==> src/rtl/dtw_query_loader_pkg.sv <==
// dtw_query_loader_pkg
//   Shared definitions for the DTW query loader: default sample width and
//   query length, the loader state encoding, and a ceil-log2 helper that is
//   exact at powers of two (clog2(4)=2, clog2(5)=3).
package dtw_query_loader_pkg;

   localparam int DTW_SAMPLE_W  = 8;
   localparam int DTW_QUERY_LEN = 250;

   typedef enum logic [1:0] {
      ST_IDLE  = 2'd0,
      ST_FETCH = 2'd1,
      ST_DRAIN = 2'd2,
      ST_DONE  = 2'd3
   } state_t;

   function automatic int dtw_clog2(input int value);
      int result;
      int v;
      result = 0;
      v      = value - 1;
      while (v > 0) begin
         result = result + 1;
         v      = v >>> 1;
      end
      return result;
   endfunction

endpackage

==> src/rtl/dtw_query_loader.sv <==
// dtw_query_loader
//   Pops samples from the show-ahead S00_AXIS sample FIFO, frames QUERY_LEN of
//   them into one indexed query and streams them to the DTW core over a
//   valid/ready port. Keeps a running unsigned sum of the frame and counts
//   completed frames.
// Ports
//   S_AXIS_ACLK     clock, rising edge
//   S_AXIS_ARESETN  asynchronous active-low reset
//   dtw_fifo_dout   FIFO head sample (valid while !dtw_fifo_empty)
//   dtw_fifo_empty  FIFO empty flag
//   dtw_fifo_rden   pop strobe, head consumed this cycle
//   start / abort   1-cycle arm / cancel pulses (abort wins)
//   q_valid/q_ready query sample handshake
//   q_data/q_idx    sample and its index within the frame
//   q_first/q_last  index is 0 / QUERY_LEN-1
//   busy            loader not idle
//   done            1-cycle pulse when a frame completes
//   q_sum           running sum of the current/last frame
//   frame_cnt       completed frame counter, wraps
module dtw_query_loader
   import dtw_query_loader_pkg::*;
#(
   parameter  int DATA_WIDTH = DTW_SAMPLE_W,
   parameter  int QUERY_LEN  = DTW_QUERY_LEN,
   localparam int IDX_W      = (dtw_clog2(QUERY_LEN) < 1) ? 1 : dtw_clog2(QUERY_LEN),
   localparam int SUM_W      = DATA_WIDTH + dtw_clog2(QUERY_LEN)
) (
   input  logic                  S_AXIS_ACLK,
   input  logic                  S_AXIS_ARESETN,
   input  logic [DATA_WIDTH-1:0] dtw_fifo_dout,
   input  logic                  dtw_fifo_empty,
   output logic                  dtw_fifo_rden,
   input  logic                  start,
   input  logic                  abort,
   output logic                  q_valid,
   input  logic                  q_ready,
   output logic [DATA_WIDTH-1:0] q_data,
   output logic [IDX_W-1:0]      q_idx,
   output logic                  q_first,
   output logic                  q_last,
   output logic                  busy,
   output logic                  done,
   output logic [SUM_W-1:0]      q_sum,
   output logic [15:0]           frame_cnt
);

   localparam logic [IDX_W-1:0] LAST_IDX = IDX_W'(QUERY_LEN - 1);

   state_t                  state_reg, state_next;
   logic [IDX_W-1:0]        issue_idx_reg;
   logic                    q_valid_reg;
   logic [DATA_WIDTH-1:0]   q_data_reg;
   logic [IDX_W-1:0]        q_idx_reg;
   logic                    q_first_reg;
   logic                    q_last_reg;
   logic [SUM_W-1:0]        q_sum_reg;
   logic [15:0]             frame_cnt_reg;
   logic                    pop;
   logic                    handshake;

   assign handshake = q_valid_reg && q_ready;

   always_ff @(posedge S_AXIS_ACLK or negedge S_AXIS_ARESETN) begin
      if (!S_AXIS_ARESETN) begin
         state_reg <= ST_IDLE;
      end else begin
         state_reg <= state_next;
      end
   end

   // Pops are suppressed during abort so a cancelled frame never swallows a
   // sample that would otherwise be discarded.
   always_comb begin
      state_next = state_reg;
      pop        = 1'b0;
      case (state_reg)
         ST_IDLE: begin
            if (start) state_next = ST_FETCH;
         end
         ST_FETCH: begin
            pop = !dtw_fifo_empty && (!q_valid_reg || q_ready) && !abort;
            if (pop && (issue_idx_reg == LAST_IDX)) state_next = ST_DRAIN;
         end
         ST_DRAIN: begin
            if (handshake) state_next = ST_DONE;
         end
         ST_DONE: begin
            state_next = ST_IDLE;
         end
         default: state_next = ST_IDLE;
      endcase
      if (abort) state_next = ST_IDLE;
   end

   always_ff @(posedge S_AXIS_ACLK or negedge S_AXIS_ARESETN) begin
      if (!S_AXIS_ARESETN) begin
         issue_idx_reg <= '0;
         q_valid_reg   <= 1'b0;
         q_data_reg    <= '0;
         q_idx_reg     <= '0;
         q_first_reg   <= 1'b0;
         q_last_reg    <= 1'b0;
         q_sum_reg     <= '0;
         frame_cnt_reg <= '0;
      end else if (abort) begin
         // Pending sample is dropped; sum and counters freeze.
         q_valid_reg <= 1'b0;
      end else begin
         case (state_reg)
            ST_IDLE: begin
               if (start) begin
                  issue_idx_reg <= '0;
                  q_sum_reg     <= '0;
               end
            end
            ST_FETCH: begin
               if (pop) begin
                  q_data_reg    <= dtw_fifo_dout;
                  q_valid_reg   <= 1'b1;
                  q_idx_reg     <= issue_idx_reg;
                  q_first_reg   <= (issue_idx_reg == '0);
                  q_last_reg    <= (issue_idx_reg == LAST_IDX);
                  q_sum_reg     <= q_sum_reg + SUM_W'(dtw_fifo_dout);
                  issue_idx_reg <= issue_idx_reg + IDX_W'(1);
               end else if (handshake) begin
                  q_valid_reg <= 1'b0;
               end
            end
            ST_DRAIN: begin
               // Counter moves together with the done pulse.
               if (handshake) begin
                  q_valid_reg   <= 1'b0;
                  frame_cnt_reg <= frame_cnt_reg + 16'd1;
               end
            end
            default: ;
         endcase
      end
   end

   assign dtw_fifo_rden = pop;
   assign q_valid       = q_valid_reg;
   assign q_data        = q_data_reg;
   assign q_idx         = q_idx_reg;
   assign q_first       = q_first_reg;
   assign q_last        = q_last_reg;
   assign q_sum         = q_sum_reg;
   assign frame_cnt     = frame_cnt_reg;
   assign busy          = (state_reg != ST_IDLE);
   assign done          = (state_reg == ST_DONE);

endmodule
==> config.mk <==
export PLATFORM = sky130hd
export DESIGN_NAME = dtw_query_loader
export DESIGN_NICKNAME = d
export VERILOG_FILES = /design/src/rtl/dtw_query_loader_pkg.sv /design/src/rtl/dtw_query_loader.sv
export SDC_FILE = /design/constraint.sdc
export NUM_CORES = 1
export LEC_CHECK = 0
export CELL_PAD_IN_SITES_DETAIL_PLACEMENT = 2
export CELL_PAD_IN_SITES_GLOBAL_PLACEMENT = 2
export CORE_UTILIZATION = 32
export CTS_CLUSTER_SIZE = 24
export DETAILED_ROUTE_END_ITERATION = 10
export PLACE_DENSITY_LB_ADDON = 0.12
export SYNTH_ARGS = -nofsm -noshare
export SYNTH_HDL_FRONTEND = slang
export SYNTH_SLANG_ARGS = --single-unit
==> constraint.sdc <==
create_clock -name S_AXIS_ACLK -period 2.3 [get_ports S_AXIS_ACLK]
set_input_delay 0.46 -clock S_AXIS_ACLK [delete_from_list [all_inputs] [get_ports S_AXIS_ACLK]]
set_output_delay 0.46 -clock S_AXIS_ACLK [all_outputs]
set_load 0.01 [all_outputs]
== Word-level counts from Yosys, hierarchy flattened ==
Cells that the tools add are included.

* $add $sub $neg: 3
* Equality and inequality tests: 9
* Multiplexer cells: 16
* Bitwise gates (word level): 1
* Reduce and logical (&&, ||, !) cells: 17

{| class="wikitable"
|+ Operators by type and width
! kind !! number
|-
| 16-bit two-way mux || 2
|-
| 16-bit one-hot mux with 2 select lines || 1
|-
| 16-bit by 1-bit adder with 16-bit output (second input constant) || 1
|-
| 16-bit by 8-bit adder with 16-bit output || 1
|-
| 8-bit two-way mux || 2
|-
| 8-bit one-hot mux with 2 select lines || 1
|-
| 3-bit inequality test (second input constant) || 3
|-
| 3-bit AND reduction || 3
|-
| 8-bit by 1-bit adder with 8-bit output (second input constant) || 1
|-
| 8-bit == test (second input constant) || 1
|-
| 8-bit logical NOT || 1
|-
| 2-bit two-way mux || 4
|-
| 2-bit one-hot mux with 4 select lines || 1
|-
| 2-bit == test (second input constant) || 2
|-
| 1-bit logical AND || 4
|-
| 1-bit two-way mux || 4
|-
| 2-bit inequality test (second input constant) || 2
|-
| 4-bit AND reduction || 1
|-
| 2-bit nonzero test || 2
|-
| 1-bit logical NOT || 3
|-
| 3-bit nonzero test || 1
|-
| 2-bit by 1-bit == test with 1-bit output (second input constant) || 1
|-
| 2-bit logical NOT || 1
|-
| 1-bit one-hot mux with 2 select lines || 1
|-
| 2 further kinds || 2
|}

* Register bits: 61
* Input port bits: 14
* Output and inout port bits: 54

== Depth between registers and ports, before layout ==
Gate-level depths: netlist (run 1).

* Depth in word-level cells: 8
* Gate-level depth with buffers: 9
* Gate-level depth less buffers: 8

== Least setup slack after synthesis (run 1) ==
No wires, ideal clock.

* Path type: input port to flip-flop
* From: input port dtw_fifo_dout[0]
* To: register q_sum_reg[12] (netlist: q_sum[12])
* Arrival: 2.174 ns
* Path slack: 0.048 ns
* Stages on the path: 8
* Path buffers: 0
* Path through: ha_1 inv_1 fa_1 nand2b_1 a21oi_1 a221oi_2 or4_1 a21oi_1

* Longest elaborated chain between the ends: 3

{| class="wikitable"
|+ Ends and longest elaborated chain
! what !! line !! RTL
|-
| start: declaration || dtw_query_loader.sv:30 || <nowiki>input logic [DATA_WIDTH-1:0] dtw_fifo_dout,</nowiki>
|-
| 16-bit by 8-bit adder with 16-bit output || dtw_query_loader.sv:123 || <nowiki>q_sum_reg <= q_sum_reg + SUM_W'(dtw_fifo_dout);</nowiki>
|-
| 16-bit two-way mux || dtw_query_loader.sv:117 || <nowiki>if (pop) begin</nowiki>
|-
| 16-bit one-hot mux with 2 select lines || dtw_query_loader.sv:109 || <nowiki>case (state_reg)</nowiki>
|-
| end signal: assignment || dtw_query_loader.sv:123 ||
|-
| end: declaration || dtw_query_loader.sv:56 || <nowiki>logic [SUM_W-1:0] q_sum_reg;</nowiki>
|}

Every way passes these cells. The select of a mux whose other input is x is not followed.
A chain may end at the register's enable or synchronous reset.

== Final worst setup path (run 1) ==
* From: register q_sum_reg[0] (netlist: q_sum[0])
* To: register q_sum_reg[10] (netlist: q_sum[10])

* Longest elaborated chain between the ends: 3

{| class="wikitable"
|+ Ends and longest elaborated chain
! what !! line
|-
| 16-bit by 8-bit adder with 16-bit output || dtw_query_loader.sv:123
|-
| 16-bit two-way mux || dtw_query_loader.sv:117
|-
| 16-bit one-hot mux with 2 select lines || dtw_query_loader.sv:109
|}

Every way passes these cells. The select of a mux whose other input is x is not followed.

==> flow_metrics.tcl, run 1 <==
set metrics [dict create \
    crit_start "q_sum[0]$_DFFE_PN0P_" \
    postRouteAntennaNets 0 \
    grt_usage_pct 20.1 \
    yosysWarnings 0 \
    vias 2826 \
    rsz0062_at_grt "true" \
    dp_hpwl_um 7070 \
    rr_worst_depth 10 \
    synth-xor-area-share_pct 6.26 \
    min_period_ns 2.16 \
    status "finished clean" \
    insertion_delay_ns 0.34 \
    core_sq_um 9770 \
    leakagePower_uw 0.00207 \
    firstDrtPassIters 4 \
    die-area_sq_um 10500 \
    nets 468 \
    synth_cell_types 51 \
    finalSetupViolations 0 \
    irDropWorstVdd_v 0.000398 \
    grt_pass1_wl_um 16000 \
    r2r-start "q_sum[0]$_DFFE_PN0P_" \
    syn_nets 355 \
    synth-seq-area-share_pct 47.4 \
    reg2reg_slack_ns 0.14 \
    slew_headroom_pct 59.1 \
    powerDensity_nw_per_um2 853 \
    finalHoldViolCount 0 \
    htree_levels 3 \
    routed_wl_um 9480 \
    gp_congestion 0.766 \
    cts_root_buffer "clkbuf_8" \
    syn_area_sq_um 3220 \
    synth_top_family_by_area "simple AND/OR/NAND/NOR gates" \
    drc 0 \
    finalSetupTns_ns 0 \
    dieHeight_um 102 \
    syn_inst 323 \
    grt_pass1_vias 3135 \
    rows 36 \
    cts_sinks 61 \
    area_growth_pct 41.8 \
    critical_path_arrival_ns 2.43 \
    hp-class "input port to async pin" \
    cts_hold_buf 0 \
    drive_above_1_share_pct 20.4 \
    dieWidth_um 102 \
    overflow 0 \
    fmaxAchievable_ghz 0.462 \
    synthArstFlopShare_pct 100 \
    dp_slack_ns -0.640 \
    syn_avg_cell_area_sq_um 9.97 \
    synth_seq_cells 61 \
    ioPinCount 68 \
    synth_compound_area_share_pct 10.4 \
    max_cap_viol_count 0 \
    synth.mux.area_fraction_pct 3.65 \
    hold-worst-slack_ns 0.120 \
    clock_skew_ns 0.00656 \
    cts_inserted_buffers 9 \
    drtIter0Drc 42 \
    synth_ff_type "dfrtp_1" \
    end_kind "register" \
    criticalPathCategory "register to register" \
    synth-edff-count 0 \
    fin_crit_sh_pct 94.1 \
    wire_per_inst_um 16.5 \
    cp-start-kind "register" \
    grt_max_degree 38 \
    port_buffers 67 \
    synth_fa_ha_area_share_pct 7.23 \
    cts.path.max_buffers 2 \
    routed_via_density 4.92 \
    clk_pin_slew_ns 0.08 \
    crit_required_ns 2.57 \
    tightest_slew_ns 0.613 \
    yosys.area_share.simple_pct 21.7 \
    path_max_fanout 7 \
    start_util_pct 32.9 \
    antenna_cells 0 \
    antenna_found_initial 0 \
    slew_viol_final 0 \
    fin_ws_ns 0.136 \
    regToRegEndpoint "q_sum[10]$_DFFE_PN0P_" \
    cts_tree "yes" \
]
where the power goes:
part           total [uW]  internal (uW)  switching (uW)
Sequential           1440           1270             169
Clock                 870            416             454
Combinational        1590            812             779
critical path: stages (launching register included):
cell and delay [ns]:
dfrtp_1 0.36, ha_2 0.18, inv_1 0.06, fa_2 0.36, nand2b_4 0.16, a21oi_2 0.12, buf_4 0.13, a221oi_2 0.05
buf_4 0.16, or3_4 0.38, a21oi_2 0.14
what timing repair did:
action                                  in CTS  in global routing
pin swaps                                    8                  4
buffers inserted                             4                  1
resized for setup                           12                  5
endpoints found under the setup margin       5                  7
gates cloned                                 0                  0
layout make-up:
| cell class | instances | area, sq um |
|---|---|---|
| clock inverter | 6 | 38.8 |
| clock buffer | 10 | 138 |
| multi-input combinational | 240 | 1640 |
| sequential | 61 | 1530 |
| tap | 133 | 166 |
| fill | 1064 | 5210 |
| inverter | 13 | 48.8 |
| timing repair buffer | 111 | 1010 |
Yosys cell counts, types with 5 or more instances:
master,number,area (sq um)
xnor2_1,16,140
xor2_1,7,61.3
o21ai_0,13,65.1
inv_1,11,41.3
mux2i_1,5,50.1
and3_1,5,31.3
nand4_1,7,43.8
nand2b_1,8,50.1
mux2_2,6,67.6
nand2_1,62,233
dfrtp_1,61,1530
nand3_1,12,60.1
a21oi_1,13,65.1
ha_1,17,213
nor2_1,19,71.3
stage by stage:
step	util [%]	std cells	power [uW]	cell area (sq um)
after floorplan	-	323	2190	3220
after global routing	46.7	574	4180	4560
after global placement	44.0	553	2920	4300
final	46.7	574	3900	4560
after CTS	46.5	573	3930	4540
after detailed placement	44.0	553	3000	4300
kinds of logic after synthesis:
logic type,after synthesis
AND/OR/NAND/NOR,138
flip-flops,61
AO/OA/AOI/OAI,50
XOR/XNOR,23
buffers and inverters,22
adder cells (fa/ha/maj),18
multiplexers,11
how the worst max path moves through the flow:
stage,slack (ns),endpoint,depth (start not counted)
after floorplan,0.05,q_sum[12]$_DFFE_PN0P_,8
after global placement,-0.48,q_sum[12]$_DFFE_PN0P_,10
after detailed placement,-0.64,q_sum[12]$_DFFE_PN0P_,10
after CTS,0.002,q_sum[10]$_DFFE_PN0P_,10
after global routing,0.003,q_sum[12]$_DFFE_PN0P_,10
final,0.14,q_sum[10]$_DFFE_PN0P_,10
layout by cell type, fill, tap and decap left out, drive strengths merged, types with 8 or more instances in the layout:
master,n
nor2,19
nand2,62
xnor2,16
clkbuf,10
clkdlybuf4s50,63
ha,17
a21oi,14
dfrtp,61
nand3,12
buf,45
nand2b,8
inv,12
o21ai,14
per-layer routing:
layer | GRT usage, % | vias to the layer above | routed length (um)
li1 | - | 1336 | -
met5 | 0 | - | 0
met3 | 2.94 | 9 | 211
met2 | 33.4 | 49 | 4690
met1 | 26.8 | 1432 | 4460
met4 | 6.92 | 0 | 120
(Power assumes the default switching activity.)
==> run 2, diff against run 1 <==
--- a/config.mk
+++ b/config.mk
@@ -12,2 +12,3 @@
 export DETAILED_ROUTE_END_ITERATION = 10
+export HOLD_SLACK_MARGIN = 0.1
 export PLACE_DENSITY_LB_ADDON = 0.12
==> constraint.sdc (replaced) <==
create_clock -name S_AXIS_ACLK -period 2.3 [get_ports S_AXIS_ACLK]
set_input_delay 0.69 -clock S_AXIS_ACLK [delete_from_list [all_inputs] [get_ports S_AXIS_ACLK]]
set_output_delay 0.69 -clock S_AXIS_ACLK [all_outputs]
set_load 0.01 [all_outputs]
==> flow_metrics.tcl, run 2 (same netlist as run 1, synthesis figures left out) <==
set metrics [dict create \
    cts.path.max_buffers 2 \
    met3_usage_pct 2.46 \
    dp.cells 551 \
    irDropWorstVdd_v 0.000369 \
    clk_pin_slew_ns 0.08 \
    drive_above_1_share_pct 24.9 \
    busiest_layer "met2" \
    criticalPathCategory "register to register" \
    fin_crit_sh_pct 97.6 \
    fin_cells 575 \
    slew_headroom_pct 72.2 \
    tightest_slew_ns 0.415 \
    regToRegEndpoint "q_sum[14]$_DFFE_PN0P_" \
    dp_hpwl_um 7090 \
    drc 0 \
    cts_root_buffer "clkbuf_8" \
    area_growth_pct 49.1 \
    fin_util_pct 49.1 \
    vias 2865 \
    reg2reg_slack_ns 0.06 \
    dieWidth_um 102 \
    antenna_found_initial 0 \
    finalSetupTns_ns 0 \
    core_sq_um 9770 \
    ioPinCount 68 \
    grt_pass1_vias 3165 \
    hp-class "input port to async pin" \
    cts_hold_buf 0 \
    dp_slack_ns -0.626 \
    gp_congestion 0.767 \
    fin_ws_ns 0.0562 \
    finalHoldViolCount 0 \
    postRouteAntennaNets 0 \
    overflow 0 \
    crit_path_top_delay_cell "dfrtp_1" \
    firstDrtPassIters 5 \
    crit_required_ns 2.50 \
    cts_sinks 61 \
    path_max_fanout 10 \
    grt_pass1_wl_um 16200 \
    cp_num_buf_inv 3 \
    dieHeight_um 102 \
    met1_usage_pct 26.4 \
    max_cap_viol_count 0 \
    hold-worst-slack_ns 0.340 \
    grt_max_degree 62 \
    leakagePower_uw 0.00218 \
    min_period_ns 2.24 \
    end_kind "register" \
    drtIter0Drc 75 \
    fmaxAchievable_ghz 0.446 \
    layout_common_cells "nand2_1 (62), dfrtp_1 (61), clkdlybuf4s50_1 (54), buf_4 (41), xnor2_1 (16)" \
    max_stage_delay_ns 0.43 \
    finalSetupViolations 0 \
    routed_via_density 4.98 \
    critical_path_arrival_ns 2.45 \
    cp-start-kind "register" \
    start_util_pct 32.9 \
    die-area_sq_um 10500 \
    htree_levels 3 \
    powerDensity_nw_per_um2 890 \
    slew_viol_final 0 \
    nets 469 \
    port_buffers 67 \
    rr_worst_depth 8 \
    cts_tree "yes" \
    rsz0062_at_grt "true" \
    status "finished clean" \
    r2r-start "state_reg[1]$_DFFE_PN0P_" \
    met2_usage_pct 35.1 \
    critPathTopFamily "compound AO/OA/AOI/OAI gates" \
    rows 36 \
    n_fill_cell 1028 \
    crit_chain "inv_2 -> ha_4 -> buf_6 -> nor2b_2 -> and4_2 -> o211ai_1 -> buf_4 -> o41ai_1" \
    final_common_cell "nand2_1" \
    antenna_cells 0 \
    grt_usage_pct 20.4 \
    cts_inserted_buffers 9 \
    wire_per_inst_um 17.7 \
    routed_wl_um 10200 \
    clock_skew_ns 0.0120 \
    insertion_delay_ns 0.34 \
]
## run 2: how the worst max path moves through the flow
stage	end	cells after the start	startpoint
floorplan	q_sum[12]$_DFFE_PN0P_	8	dtw_fifo_dout[0]
global placement	q_sum[12]$_DFFE_PN0P_	9	dtw_fifo_dout[0]
detailed placement	q_sum[12]$_DFFE_PN0P_	9	dtw_fifo_dout[0]
CTS	q_sum[15]$_DFFE_PN0P_	8	dtw_fifo_dout[3]
global route	q_sum[14]$_DFFE_PN0P_	8	state_reg[1]$_DFFE_PN0P_
finish	q_sum[14]$_DFFE_PN0P_	8	state_reg[1]$_DFFE_PN0P_
## run 2: what timing repair did
action	4_1_cts	5_1_grt
gates resized for setup	28	27
pin swaps	10	13
setup endpoints to repair	16	22
buffers inserted	6	2
## run 2: through the flow
step / area, sq um / total power (uW)
floorplan: 3250 / 2220
global placement: 4320 / 2940
detailed placement: 4320 / 3020
CTS: 4690 / 4260
global route: 4800 / 4550
finish: 4800 / 4270
## run 2: worst register-to-register path: cells and delay by family, from the launching register on
kind | cells | cell delay [ns]
adder cells (fa/ha/maj) | 1 | 0.16
buffers and inverters | 3 | 0.47
AO/OA/AOI/OAI | 2 | 0.59
flip-flops | 1 | 0.43
AND/OR/NAND/NOR | 2 | 0.48
## run 2: per-layer routing
metal | wire length [um] | vias up | part of all wire (%)
li1 | - | 1346 | -
met1 | 4630 | 1456 | 45
met2 | 5160 | 53 | 51
met3 | 259 | 10 | 2.5
met4 | 134 | 0 | 1.3
met5 | 0 | - | 0
## run 2: power by group
part	internal, uW	switching [uW]
clock	669	456
combinational	869	825
sequential	1270	190
## run 2: cell type report
class | instances | area [sq um] | area share [%]
tap | 133 | 166 | 3.47
inverter | 13 | 50.0 | 1.04
sequential | 61 | 1530 | 31.8
multi-input combinational | 240 | 1790 | 37.3
clock buffer | 11 | 151 | 3.15
clock inverter | 5 | 82.6 | 1.72
timing repair buffer | 112 | 1030 | 21.5
